**src/rtl/sddac_pkg.sv**
```systemverilog
// Shared types, DSP opcodes and arithmetic helpers for the sigma-delta DAC sequencer.
// Opcodes and saturation/clamp helpers are used by sddac_mod2_seq.
package sddac_pkg;

    localparam logic [7:0] OP_MAC  = 8'h0D;
    localparam logic [7:0] OP_IDLE = 8'h00;

    typedef enum logic [2:0] {
        ST_IDLE,
        ST_ISSUE1,
        ST_WAIT1,
        ST_CAP1,
        ST_ISSUE2,
        ST_WAIT2,
        ST_CAP2,
        ST_UPDATE
    } state_t;

    function automatic logic signed [17:0] sat18(input logic signed [47:0] v);
        if (v > 48'sd131071) begin
            return 18'sd131071;
        end else if (v < -48'sd131072) begin
            return -18'sd131072;
        end else begin
            return v[17:0];
        end
    endfunction

    function automatic logic signed [47:0] sx18(input logic signed [17:0] v);
        return {{30{v[17]}}, v};
    endfunction

    function automatic logic signed [47:0] clamp_s48(input logic signed [47:0] v,
                                                     input int unsigned w);
        logic signed [47:0] hi;
        logic signed [47:0] lo;
        hi = (48'sd1 <<< (w - 1)) - 48'sd1;
        lo = -(48'sd1 <<< (w - 1));
        if (v > hi) begin
            return hi;
        end else if (v < lo) begin
            return lo;
        end else begin
            return v;
        end
    endfunction

endpackage

```
**src/rtl/sddac_tick_gen.sv**
```systemverilog
// Oversampling tick generator: counts 0..DIV-1 while enabled, held at 0 otherwise.
// tick_o is high in the last count cycle, so the consumer acts as the count wraps to 0.
module sddac_tick_gen #(
    parameter int unsigned DIV = 16
) (
    input  logic clk_i,
    input  logic rst_ni,
    input  logic en_i,
    output logic tick_o
);

    localparam int unsigned CW = (DIV > 1) ? $clog2(DIV) : 1;
    localparam logic [CW-1:0] LAST = CW'(DIV - 1);

    logic [CW-1:0] cnt_q;
    logic [CW-1:0] cnt_d;

    always_comb begin
        cnt_d = cnt_q;
        if (!en_i) begin
            cnt_d = '0;
        end else if (cnt_q == LAST) begin
            cnt_d = '0;
        end else begin
            cnt_d = cnt_q + 1'b1;
        end
    end

    always_ff @(posedge clk_i or negedge rst_ni) begin
        if (!rst_ni) begin
            cnt_q <= '0;
        end else begin
            cnt_q <= cnt_d;
        end
    end

    assign tick_o = en_i && (cnt_q == LAST);

endmodule

```
**src/rtl/sddac_mod2_seq.sv**
```systemverilog
// 2nd-order sigma-delta modulator sequencer time-sharing one pipelined MAC slice.
// Optional integrator clamp enabled by defining SDDAC_INT_CLAMP_EN.
module sddac_mod2_seq
    import sddac_pkg::*;
#(
    parameter int unsigned        DIV     = 16,
    parameter int unsigned        DSP_LAT = 3,
    parameter logic signed [17:0] K1      = 18'sd1,
    parameter logic signed [17:0] K2      = 18'sd1,
    parameter int unsigned        SHIFT   = 0,
    parameter int unsigned        FB_MAG  = 65536,
    parameter int unsigned        CLAMP_W = 40
) (
    input  logic        clk,
    input  logic        reset,
    input  logic        en,
    input  logic [17:0] sample_in,
    input  logic        sample_valid,
    output logic [7:0]  dsp_op,
    output logic [17:0] dsp_a,
    output logic [17:0] dsp_b,
    output logic [47:0] dsp_c,
    input  logic [47:0] dsp_p,
    output logic        sd_out,
    output logic        sd_strobe,
    output logic        busy
);

    if (DIV < 2 * DSP_LAT + 2 || DSP_LAT < 2 || CLAMP_W < 2 || CLAMP_W > 48) begin : g_cfg_err
        $error("sddac_mod2_seq: illegal DIV/DSP_LAT/CLAMP_W configuration");
    end

    localparam int unsigned       WW        = $clog2(DSP_LAT);
    localparam logic [WW-1:0]     WAIT_INIT = WW'(DSP_LAT - 2);
    localparam logic signed [47:0] FB_POS   = 48'(FB_MAG);

    state_t             state_q, state_d;
    logic [WW-1:0]      wait_q, wait_d;
    logic signed [47:0] int1_q, int1_d;
    logic signed [47:0] int2_q, int2_d;
    logic [17:0]        x_hold_q;
    logic [7:0]         op_q, op_d;
    logic signed [17:0] a_q, a_d;
    logic signed [17:0] b_q, b_d;
    logic signed [47:0] c_q, c_d;
    logic               sd_out_q, sd_out_d;
    logic               strobe_q, strobe_d;
    logic               tick;
    logic signed [47:0] fb;

    function automatic logic signed [47:0] capture(input logic signed [47:0] v);
`ifdef SDDAC_INT_CLAMP_EN
        return clamp_s48(v, CLAMP_W);
`else
        return v;
`endif
    endfunction

    sddac_tick_gen #(
        .DIV(DIV)
    ) u_tick (
        .clk_i (clk),
        .rst_ni(reset),
        .en_i  (en),
        .tick_o(tick)
    );

    assign fb = sd_out_q ? FB_POS : -FB_POS;

    always_ff @(posedge clk or negedge reset) begin
        if (!reset) begin
            x_hold_q <= '0;
        end else if (sample_valid) begin
            x_hold_q <= sample_in;
        end
    end

    // Operands are registered on entry to ISSUEn and held until CAPn; step-2
    // operands are formed from the value being captured so ISSUE2 follows CAP1 directly.
    always_comb begin
        state_d  = state_q;
        wait_d   = wait_q;
        int1_d   = int1_q;
        int2_d   = int2_q;
        op_d     = op_q;
        a_d      = a_q;
        b_d      = b_q;
        c_d      = c_q;
        sd_out_d = sd_out_q;
        strobe_d = 1'b0;
        case (state_q)
            ST_IDLE, ST_UPDATE: begin
                state_d = ST_IDLE;
                if (tick) begin
                    state_d = ST_ISSUE1;
                    op_d    = OP_MAC;
                    a_d     = K1;
                    b_d     = sat18(sx18($signed(x_hold_q)) - fb);
                    c_d     = int1_q;
                end
            end
            ST_ISSUE1: begin
                state_d = ST_WAIT1;
                wait_d  = WAIT_INIT;
            end
            ST_WAIT1: begin
                if (wait_q == '0) begin
                    state_d = ST_CAP1;
                end else begin
                    wait_d = wait_q - 1'b1;
                end
            end
            ST_CAP1: begin
                int1_d  = capture($signed(dsp_p));
                a_d     = K2;
                b_d     = sat18(sx18(sat18(int1_d >>> SHIFT)) - fb);
                c_d     = int2_q;
                state_d = ST_ISSUE2;
            end
            ST_ISSUE2: begin
                state_d = ST_WAIT2;
                wait_d  = WAIT_INIT;
            end
            ST_WAIT2: begin
                if (wait_q == '0) begin
                    state_d = ST_CAP2;
                end else begin
                    wait_d = wait_q - 1'b1;
                end
            end
            ST_CAP2: begin
                int2_d   = capture($signed(dsp_p));
                sd_out_d = ~int2_d[47];
                strobe_d = 1'b1;
                op_d     = OP_IDLE;
                state_d  = ST_UPDATE;
            end
            default: state_d = ST_IDLE;
        endcase
    end

    always_ff @(posedge clk or negedge reset) begin
        if (!reset) begin
            state_q  <= ST_IDLE;
            wait_q   <= '0;
            int1_q   <= '0;
            int2_q   <= '0;
            op_q     <= OP_IDLE;
            a_q      <= '0;
            b_q      <= '0;
            c_q      <= '0;
            sd_out_q <= 1'b0;
            strobe_q <= 1'b0;
        end else begin
            state_q  <= state_d;
            wait_q   <= wait_d;
            int1_q   <= int1_d;
            int2_q   <= int2_d;
            op_q     <= op_d;
            a_q      <= a_d;
            b_q      <= b_d;
            c_q      <= c_d;
            sd_out_q <= sd_out_d;
            strobe_q <= strobe_d;
        end
    end

    assign dsp_op    = op_q;
    assign dsp_a     = a_q;
    assign dsp_b     = b_q;
    assign dsp_c     = c_q;
    assign sd_out    = sd_out_q;
    assign sd_strobe = strobe_q;
    assign busy      = (state_q != ST_IDLE) && (state_q != ST_UPDATE);

endmodule
```
**config.mk**
```make
export PLATFORM = sky130hd
export DESIGN_NAME = sddac_mod2_seq
export DESIGN_NICKNAME = d
export VERILOG_FILES = /design/src/rtl/sddac_pkg.sv /design/src/rtl/sddac_tick_gen.sv /design/src/rtl/sddac_mod2_seq.sv
export SDC_FILE = /design/constraint.sdc
export NUM_CORES = 1
export LEC_CHECK = 0
export BUFFER_PORTS_ARGS = -buffer_cell sky130_fd_sc_hd__buf_2
export CAP_MARGIN = 15
export CELL_PAD_IN_SITES_DETAIL_PLACEMENT = 0
export CELL_PAD_IN_SITES_GLOBAL_PLACEMENT = 1
export CORE_UTILIZATION = 44
export CTS_BUF_LIST = sky130_fd_sc_hd__clkbuf_2 sky130_fd_sc_hd__clkbuf_4 sky130_fd_sc_hd__clkbuf_8
export CTS_CLUSTER_DIAMETER = 40
export CTS_CLUSTER_SIZE = 40
export DETAILED_ROUTE_END_ITERATION = 10
export PLACE_DENSITY = 0.8
export SYNTH_ARGS = -nofsm -noshare
export SYNTH_HDL_FRONTEND = slang
export SYNTH_SLANG_ARGS = --single-unit
```
**constraint.sdc**
```tcl
create_clock -name clk -period 4.32 [get_ports clk]
set_input_delay 0.648 -clock clk [delete_from_list [all_inputs] [get_ports clk]]
set_output_delay 0.648 -clock clk [all_outputs]
set_load 0.01 [all_outputs]
```
==> metrics.txt <==
outcome=finished, final reports clean; Metal-1 WL=9.87 mm; Fill cells=between 1500 and 2000; worst endpoint data arrival time=4380 ps; total global routing overflow=0; vias per cell=around 5.2; Post-CTS Setup Inserts=0; Post-Route Utilization=a little over half; max-cap viol count=0; cts repair resizes=0; Multi-input gate area=between 3000 and 4000 sq um; power per cell area=between 600 and 700 nW/um^2; mux cell area share after synthesis=a little under 8%; Die H=approximately 140 um; RSZ-0062 raised after global routing=no; max_slew headroom=a little under two fifths; Startpoint Class=input port; Final Hold Viols=0; Sink Count=around 190; cell repeated most along the worst path=fa_1; max-slew violations=0; commonest cells in the netlist=272 x nand2_1, 193 x dfrtp_1, 69 x nor2_1; final instance area=10200 sq um; Max Used Layer=met5; Pre-antenna DRT Iters=4; Layout Skew=approximately 15 ps; Compound-Gate Fraction of Synth Area=under 10%; Peak VDD IR=0.239 mV; Nets=~1100; largest net degree at the start of global routing=98; Most used DFF post-synth=dfrtp_1; Post-Syn Instances=888; main combinational cell family by area after synthesis=simple AND/OR/NAND/NOR gates; Seq pwr share=46.6%; Layout area overhead=15.0%; die area=just over 20000 sq um; synth top area cells=dfrtp_1 54%, nand2_1 12%, mux2_2 7.9%; DRC=0; global-route usage over all layers=between 20% and 30%; ANT nets after route=0; switching part of the total=roughly 37%; Placed Area=around 9800 sq um; met3 WL post-DR=~1.3 mm; overall power=between 0.006 and 0.007 W; area fraction in and, or, nand and nor cells after synthesis=approximately a fifth; number of synthesized flops with an enable pin=0; Clock Latency Late Sink=~470 ps; worst r2r src=sd_out$_DFFE_PN0P_; Storage cell area=4830 sq um; crit path from=dsp_p[42]; metal2 WL=approximately 9.7 mm; Synth Cell Area=8870 sq um; Post-Synth XOR/XNOR Area=less than 1%; H-tree depth=4; Max stage delay on crit path=approximately 530 ps; adder-cell share of the synthesized area=3.55%; initial antenna violation count=1; post-synth cell types=53; DIE WIDTH=around 140 um; num ports=about 170; via count=about 6700; Final min period=between 4000 and 5000 ps; # setup viols final=0; Gate power share=35.6%; Antenna Cells=0; PortBufs=~140; Post-Route WL=around 21 mm; Root Driver=clkbuf_8; CTS tree=done; clk slew on worst S/H paths=~110 ps; RD Place Congestion=0.811; Core Rows=51; cells along the critical path=buf_2 > nor4_1 > buf_4 > nand4_1 > nor3_1 > o22ai_1 > fa_1 > inv_1 > fa_1 > or4b_1 > o21ai_1 > a21boi_4 > buf_12 > nand2_1 > a221oi_2; Psw=between 0.002 and 0.0025 W; vias in the first global route=between 6000 and 7000; Wirelength per Cell=about 16 um; first-pass GRT wire length=between 30 and 40 mm; slowest stage cell, crit path=or4b_1; clock tree buffer depth=2; 1st-iter DRT viols=approximately 340; share of the synthesized area in the top cell type=54.4%; Worst Path Max Fanout=16; Placed Cells=1264; Final Cycle Share=~93%; Num CTS Buffers=17; DP HPWL=between 10 and 15 mm; Internal=between 0.004 and 0.005 W; cell taking the most area after synthesis=dfrtp_1; most frequent cell after synthesis=nand2_1; Hold Crit Class=input port to asynchronous set/reset pin; post-synthesis register bit count=between 150 and 200; CP Class=input port to flip-flop; register area share after synthesis=between 50% and 60%; Fmax=0.250 GHz; Least-Margin Pin Slew=between 900 and 1000 ps; FFs w/ async S/R, synth=100%; Leakage=4.81 nW; clock network fraction of design power=around 18%; Non-Filler Instances=1296; WP data required=about 4700 ps; hold_buf cts=0; core area=19600 sq um; Initial Util=a little under half; synthesized area per cell=about 10 sq um; CP Capture Type=flip-flop; Ys Warns=0; fraction of layout cells with a size suffix above 1=27.0%
-- cells in the final DEF (no fill, tap or decap), types with 16 or more instances in the layout --
| cell | n |
|---|---|
| inv_1 | 16 |
| nor2_1 | 68 |
| dfrtp_1 | 193 |
| nand4_1 | 17 |
| buf_4 | 17 |
| o21ai_0 | 19 |
| a31oi_1 | 48 |
| nand2_1 | 271 |
| conb_1 | 22 |
| buf_2 | 141 |
| mux2_2 | 62 |
| clkbuf_8 | 18 |
-- worst max-delay path: cells and delay by family --
| kind | cells | cell delay (ps) |
|---|---|---|
| simple gates | 5 | 1470 |
| compound gates | 4 | 850 |
| fa+ha+maj | 2 | 840 |
| buf+inv | 4 | 580 |
-- per-stage QoR --
stage,hold WS (ps),setup TNS [ps],setup slack (ps)
floorplan,352,0,481
global placement,457,-1120,-105
detailed placement,452,-1340,-136
CTS,163,0,363
global route,169,0,72.4
finish,161,0,316
-- power by group through the flow --
stage | Clock (W) | Combinational (W) | Sequential, W
final | 0.00116 | 0.00234 | 0.00306
after global routing | 0.00128 | 0.00266 | 0.00317
after CTS | 0.00121 | 0.00238 | 0.00306
after detailed placement | 0 | 0.00237 | 0.00310
after global placement | 0 | 0.00232 | 0.00307
after floorplan | 0 | 0.00150 | 0.00313
-- registers in the layout, indices dropped and copies added (netlist names) --
signal	flops
wait_q	2
sd_out	1
dsp_a	1
dsp_c	48
dsp_op	1
int1_q	48
x_hold_q	18
u_tick.cnt_q	4
sd_strobe	1
dsp_b	18
state_q	3
int2_q	48
-- final timing paths --
| kind | slack (ps) | to | cells past startpoint |
|---|---|---|---|
| max | 320 | dsp_b[5]$_DFFE_PN0P_ | 15 |
| min | 160 | dsp_c[38]$_DFFE_PN0P_ | 1 |
| max reg2reg | 930 | dsp_b[17]$_DFFE_PN0P_ | 11 |
| min reg2reg | 480 | dsp_a[0]$_DFFE_PN0P_ | 1 |
| max in group asynchronous | 3230 | int2_q[12]$_DFFE_PN0P_ | 2 |
| min in group clk | 400 | x_hold_q[17]$_DFFE_PN0P_ | 3 |
-- metal layers --
layer	vias up	GRT usage, %
met4	2	5.88
met5	-	0
li1	3207	-
met3	24	4.83
met1	3289	30.5
met2	171	33.9
-- layout make-up --
type / count / area share (%)
clock buffer: 17 / 2.29
inverter: 16 / 0.589
tap: 265 / 3.25
clock inverter: 15 / 1.48
timing repair buffer: 162 / 8.89
sequential: 193 / 47.3
multi-input combinational: 628 / 36.2
-- logic make-up (layout without fill, tap and decap cells) --
family	Yosys count	in the layout
xor gates and xnor gates	3	3
and+or+nand+nor	409	409
AOI/OAI and AO/OA	114	114
buffers and inverters	88	210
DFF	193	193
muxes	62	62
other	1	22
adders and majority gates	18	18
(Power assumes the default switching activity.)
